File: src/rtl/memory_arbiter.sv
// Round-robin arbiter sharing one block-wide main memory between the I-cache and the D-cache.
// A grant latches the winner's op/address/data, so requester inputs may change mid-transaction.
module memory_arbiter #(
    parameter int ADDR_W  = 28,
    parameter int BLOCK_W = 128
) (
    input  logic               clock,
    input  logic               reset,
    input  logic               i_mem_read,
    input  logic [ADDR_W-1:0]  i_mem_address,
    output logic [BLOCK_W-1:0] i_mem_readinst,
    output logic               i_mem_busywait,
    input  logic               d_mem_read,
    input  logic               d_mem_write,
    input  logic [ADDR_W-1:0]  d_mem_address,
    input  logic [BLOCK_W-1:0] d_mem_writedata,
    output logic [BLOCK_W-1:0] d_mem_readdata,
    output logic               d_mem_busywait,
    output logic               mem_read,
    output logic               mem_write,
    output logic [ADDR_W-1:0]  mem_address,
    output logic [BLOCK_W-1:0] mem_writedata,
    input  logic [BLOCK_W-1:0] mem_readdata,
    input  logic               mem_busywait
);
    typedef enum logic [1:0] {IDLE, GRANT_I, GRANT_D, DONE} state_t;

    state_t               state_q, state_d;
    logic                 owner_q, owner_d;              // 1 = D-cache owns the memory
    logic                 last_served_q, last_served_d;  // 1 = D-cache was served last
    logic                 first_q, first_d;
    logic                 wr_q, wr_d;
    logic [ADDR_W-1:0]    addr_q, addr_d;
    logic [BLOCK_W-1:0]   wdata_q, wdata_d;
    logic [BLOCK_W-1:0]   i_rdata_q, i_rdata_d;
    logic [BLOCK_W-1:0]   d_rdata_q, d_rdata_d;

    logic i_req, d_req, grant_d_sel, granted, done_i, done_d;

    assign i_req       = i_mem_read;
    assign d_req       = d_mem_read | d_mem_write;
    assign grant_d_sel = d_req & (~i_req | ~last_served_q);

    always_ff @(posedge clock or negedge reset) begin
        if (!reset) begin
            state_q       <= IDLE;
            owner_q       <= 1'b0;
            last_served_q <= 1'b0;
            first_q       <= 1'b0;
            wr_q          <= 1'b0;
            addr_q        <= '0;
            wdata_q       <= '0;
            i_rdata_q     <= '0;
            d_rdata_q     <= '0;
        end else begin
            state_q       <= state_d;
            owner_q       <= owner_d;
            last_served_q <= last_served_d;
            first_q       <= first_d;
            wr_q          <= wr_d;
            addr_q        <= addr_d;
            wdata_q       <= wdata_d;
            i_rdata_q     <= i_rdata_d;
            d_rdata_q     <= d_rdata_d;
        end
    end

    always_comb begin
        state_d       = state_q;
        owner_d       = owner_q;
        last_served_d = last_served_q;
        first_d       = first_q;
        wr_d          = wr_q;
        addr_d        = addr_q;
        wdata_d       = wdata_q;
        i_rdata_d     = i_rdata_q;
        d_rdata_d     = d_rdata_q;
        case (state_q)
            IDLE: begin
                if (i_req || d_req) begin
                    first_d = 1'b1;
                    owner_d = grant_d_sel;
                    if (grant_d_sel) begin
                        // A simultaneous read+write from the D-cache is served as a write.
                        wr_d    = d_mem_write;
                        addr_d  = d_mem_address;
                        wdata_d = d_mem_writedata;
                        state_d = GRANT_D;
                    end else begin
                        wr_d    = 1'b0;
                        addr_d  = i_mem_address;
                        wdata_d = '0;
                        state_d = GRANT_I;
                    end
                end
            end
            GRANT_I, GRANT_D: begin
                // Memory busywait lags the strobe by a cycle, so the first cycle never completes.
                if (first_q) begin
                    first_d = 1'b0;
                end else if (!mem_busywait) begin
                    if (!wr_q) begin
                        if (owner_q) d_rdata_d = mem_readdata;
                        else         i_rdata_d = mem_readdata;
                    end
                    last_served_d = owner_q;
                    state_d       = DONE;
                end
            end
            DONE:    state_d = IDLE;
            default: state_d = IDLE;
        endcase
    end

    assign granted = (state_q == GRANT_I) || (state_q == GRANT_D);
    assign done_i  = (state_q == DONE) && !owner_q;
    assign done_d  = (state_q == DONE) && owner_q;

    assign mem_read      = granted & ~wr_q;
    assign mem_write     = granted & wr_q;
    assign mem_address   = granted ? addr_q  : '0;
    assign mem_writedata = granted ? wdata_q : '0;

    // Gated by reset so both stalls drop the moment reset is asserted.
    assign i_mem_busywait = reset & i_req & ~done_i;
    assign d_mem_busywait = reset & d_req & ~done_d;

    assign i_mem_readinst = i_rdata_q;
    assign d_mem_readdata = d_rdata_q;
endmodule

File: config.mk
export PLATFORM = sky130hd
export DESIGN_NAME = memory_arbiter
export DESIGN_NICKNAME = d
export VERILOG_FILES = /design/src/rtl/memory_arbiter.sv
export SDC_FILE = /design/constraint.sdc
export NUM_CORES = 1
export LEC_CHECK = 0
export CAP_MARGIN = 20
export CELL_PAD_IN_SITES_DETAIL_PLACEMENT = 1
export CELL_PAD_IN_SITES_GLOBAL_PLACEMENT = 1
export CORE_AREA = 2 2 290 292
export CTS_CLUSTER_SIZE = 8
export DETAILED_ROUTE_END_ITERATION = 12
export DIE_AREA = 0 0 292 294
export PLACE_DENSITY_LB_ADDON = 0.1
export SYNTH_ARGS = -nofsm -noshare
export SYNTH_HDL_FRONTEND = slang
export SYNTH_SLANG_ARGS = --single-unit
File: constraint.sdc
create_clock -name clock -period 2.5 [get_ports clock]
set_input_delay 0.75 -clock clock [delete_from_list [all_inputs] [get_ports clock]]
set_output_delay 0.75 -clock clock [all_outputs]
set_load 0.005 [all_outputs]
==> implementation parameters <==
Parameter                              Value

Floorplan
  Initial Util ... 20.67%
  X dimension of the die ... 292 µm
  Floorplan row count ... 106
  Total die area ... 85,850 µm²
  Top-level port count ... 734
  Area of the core ... 82,890 µm²
  Vertical die dimension ... 294 µm

STA
  Headroom to the max-slew limit ... 38.90%
  Number of endpoints with negative hold slack in the final report ... 0
  Unrepaired setup endpoints after global routing ... true
  Final-report setup violation count ... 159
  Final worst-path setup slack ... -0.3846 ns
  Shortest period the worst path allows ... 2.885 ns
  Post-Route Skew ... 0.03015 ns
  Max Freq ... 346.7 MHz
  Share of the clock period used by the worst path after layout ... 115.4%
  Fin Setup TNS ... -39.58 ns
  Final Slew Violations ... 0
  Hold slack final ... 0.1592 ns
  Transition time at the pin with the least slew margin ... 0.9165 ns

Global route
  Maximum number of pins on one net before global-route repair ... 141
  Total GRT Usage ... 15.43%
  Initial antenna violation count ... 15
  Overflow after GRT ... 0
  Number of global-route vias before repair ... 14,260
  Global-route wire length before repair ... 99,100 µm

Power
  Leakage power of the design ... 0.01266 µW
  Pwr Density ... 1425 nW/µm²
  VDD IR max ... 0.6208 mV

Critical path
  Critical-path cell list ... inv_2 -> ha_4 -> buf_6 -> buf_12 -> buf_12 -> buf_8 -> buf_6 -> and2_4 -> buf_6
  Largest delay share family, worst path ... buffers and inverters
  Critical path's largest stage delay ... 0.38 ns
  Cell at the slowest stage of the critical path ... sky130_fd_sc_hd__dfrtp_1
  Dominant cell type by count on the critical path ... sky130_fd_sc_hd__buf_6
  Worst setup SP type ... flip-flop
  Largest fanout on the critical path ... 4
  Classification of the worst setup path ... flip-flop to primary output
  Critical path data required time ... 1.75 ns
  Type of element capturing the critical path ... primary output
  Critical path buffer and inverter count ... 7
  Arr. time, crit path ... 2.13 ns

Routing
  Via-per-instance ratio ... 4.152
  Wire length reported by the detailed router ... 69,690 µm
  Drt pass-1 iters ... 4
  Count of unresolved DRC violations after routing ... 0
  Routed via count ... 12,780
  Violation count after the first detailed-routing iteration ... 304
  Final antenna-violating net count ... 0
  Average routed wire per standard cell ... 22.65 µm

Place
  Estimated wirelength of the detail-placed design ... 50,150 µm
  Number of placed instances with taps included ... 2,950
  Cell Area, Placed ... 26,100 µm²
  Routability-driven placement congestion ratio ... 0.7570
  Total of buffers placed on input and output ports ... 733

Synthesis
  Fraction of synthesis flops using an asynchronous set or reset pin ... 100.0%
  Warnings, synthesis ... 0
  Mean cell area of the mapped netlist ... 14.77 µm²
  Flip-flop cell with the highest count after synthesis ... sky130_fd_sc_hd__dfrtp_1
  Post-Syn Nets ... 1,481
  Number of synthesized flops with an enable pin ... 0
  Unique cell type count in the Yosys netlist ... 30
  Dominant cell type by area after synthesis ... sky130_fd_sc_hd__dfrtp_1
  Fraction of synthesized cell area taken by the top area cell type ... 61.06%
  Post-synthesis cell area ... 17,130 µm²
  Seq/Total Area, Yosys ... 61.06%
  Number of flip-flops and latches in the synthesized netlist ... 418
  Dominant cells by area after synthesis ... sky130_fd_sc_hd__dfrtp_1, sky130_fd_sc_hd__mux2_1, sky130_fd_sc_hd__mux2_4
  Post-Synthesis Cells ... 1,160

Status
  Violated checks ... setup timing
  Result of the run ... complete, but fails checks

Clocking
  Maximum clock insertion buffer count ... 3
  Clock latency at the later pin of the worst-skew pair ... 0.62 ns
  Cell at the root of the clock tree ... sky130_fd_sc_hd__clkbuf_16
  Sinks on the clock net ... 418
  TritonCTS clock tree ... yes
  CTS Buf Count ... 58
  Clock-pin transition on the worst setup and hold timing paths ... 0.05 ns
  Number of levels the H-tree was split into ... 2

Final layout
  Area growth from synthesis to layout ... 67.53%
  Final-stage net count ... 2,302
  Non-filler instance count after layout ... 3,077
  Fraction of layout instances using a drive strength above 1 ... 27.97%
  Final design instance area without fill ... 28,700 µm²
  Share of the core filled with cells ... 34.62%

Flow run
  Max cap viols ... 0

Hold path
  Class of the worst hold path ... input pin to asynchronous set/reset pin
-- path summary, 6_finish.rpt --
| check | end | cells past startpoint | slack [ns] | from |
|---|---|---|---|---|
| max | mem_writedata[63] | 9 | -0.38 | state_q[1]$_DFFE_PN0P_ |
| min | d_mem_readdata[108]$_DFFE_PN0P_ | 2 | 0.16 | reset |
| max reg2reg | i_mem_readinst[89]$_DFFE_PN0P_ | 11 | 0 | state_q[0]$_DFFE_PN0P_ |
| min reg2reg | addr_q[9]$_DFFE_PN0P_ | 2 | 0.47 | addr_q[9]$_DFFE_PN0P_ |
| max in group asynchronous | wdata_q[101]$_DFFE_PN0P_ | 3 | 1.12 | reset |
| min in group clock | addr_q[9]$_DFFE_PN0P_ | 2 | 0.47 | addr_q[9]$_DFFE_PN0P_ |
-- kinds of logic after synthesis --
kind of cell / Yosys count / share of synthesized area, %
flops: 418 / 61.06
mux: 285 / 20.72
buf+inv: 88 / 3.235
simple gates: 199 / 6.836
fa+ha+maj: 3 / 0.2191
compound gates: 167 / 7.932
-- metal layers --
layer	GRT usage [%]	vias up	wire [µm]
li1	-	5701	-
met1	16.36	6493	25110
met2	27.89	459	36550
met3	5.952	110	5986
met4	5.180	12	1982
met5	0	-	69
-- sequential cells by signal, summed over array words and instances (netlist names) --
signal	cells
addr_q	28
d_mem_readdata	128
first_q	1
i_mem_readinst	128
last_served_q	1
owner_q	1
state_q	2
wdata_q	128
wr_q	1
-- stage by stage --
step / worst slack, ns / total power [µW]
final: -0.3846 / 40910
after global routing: -0.4627 / 43520
after CTS: -0.6748 / 38520
after detailed placement: -0.2449 / 30340
after global placement: -0.2502 / 30130
after floorplan: 0.3405 / 18980
-- synthesized netlist by cell type (2+ instances only) --
cell type / number
sky130_fd_sc_hd__a21oi_1: 3
sky130_fd_sc_hd__a22o_1: 129
sky130_fd_sc_hd__a2bb2oi_1: 2
sky130_fd_sc_hd__and2_1: 158
sky130_fd_sc_hd__buf_2: 23
sky130_fd_sc_hd__buf_4: 24
sky130_fd_sc_hd__buf_6: 14
sky130_fd_sc_hd__clkbuf_1: 23
sky130_fd_sc_hd__dfrtp_1: 418
sky130_fd_sc_hd__ha_1: 3
sky130_fd_sc_hd__inv_1: 4
sky130_fd_sc_hd__mux2_1: 156
sky130_fd_sc_hd__mux2_4: 100
sky130_fd_sc_hd__mux2i_1: 28
sky130_fd_sc_hd__nand2_1: 31
sky130_fd_sc_hd__nor2_1: 2
sky130_fd_sc_hd__nor2b_1: 2
sky130_fd_sc_hd__o21ai_1: 28
-- placed cells by master, fill, tap and decap left out, types with 2 or more instances in the layout --
cell	n
sky130_fd_sc_hd__and2_4	110
sky130_fd_sc_hd__buf_12	33
sky130_fd_sc_hd__buf_16	3
sky130_fd_sc_hd__a22o_1	129
sky130_fd_sc_hd__diode_2	9
sky130_fd_sc_hd__and2_1	48
sky130_fd_sc_hd__clkbuf_16	65
sky130_fd_sc_hd__mux2_1	156
sky130_fd_sc_hd__o21ai_1	28
sky130_fd_sc_hd__nor2_1	2
sky130_fd_sc_hd__inv_2	2
sky130_fd_sc_hd__clkbuf_1	6
sky130_fd_sc_hd__a21oi_2	2
sky130_fd_sc_hd__nand2_1	31
sky130_fd_sc_hd__buf_2	14
sky130_fd_sc_hd__clkdlybuf4s15_2	16
sky130_fd_sc_hd__nor2b_1	2
sky130_fd_sc_hd__clkdlybuf4s50_1	572
sky130_fd_sc_hd__buf_4	44
sky130_fd_sc_hd__inv_1	2
sky130_fd_sc_hd__dfrtp_1	418
sky130_fd_sc_hd__mux2_4	100
sky130_fd_sc_hd__ha_4	2
sky130_fd_sc_hd__mux2i_1	28
sky130_fd_sc_hd__clkbuf_2	25
sky130_fd_sc_hd__a2bb2oi_1	2
sky130_fd_sc_hd__buf_8	14
sky130_fd_sc_hd__buf_6	116
-- final cells by class --
cell class / instances / area, µm²
diodes: 9 / 22.52
clock inverters: 3 / 55.05
inverters: 4 / 15.01
flip-flops and latches: 418 / 10460
fillers: 8754 / 54190
clock buffers: 64 / 1474
repair buffers: 845 / 8874
well taps: 1080 / 1351
multi-input cells: 654 / 6449
-- power by group --
group / leakage, µW / internal, µW / total [µW] / switching, µW
Sequential: 0.00511 / 10100 / 11900 / 1810
Clock: 0.000745 / 4090 / 7100 / 3010
Combinational: 0.00680 / 13800 / 21900 / 8090
-- repair_timing --
| item | in CTS | in global routing |
|---|---|---|
| resized for setup | 267 | 518 |
| setup buffers | 9 | 33 |
| cloned | 3 | 10 |
| endpoints found under the setup margin | 160 | 160 |
| pin swaps | 0 | 1 |
| hold buffers | 0 | 0 |
Note: power is estimated with default switching activity, not from simulation.
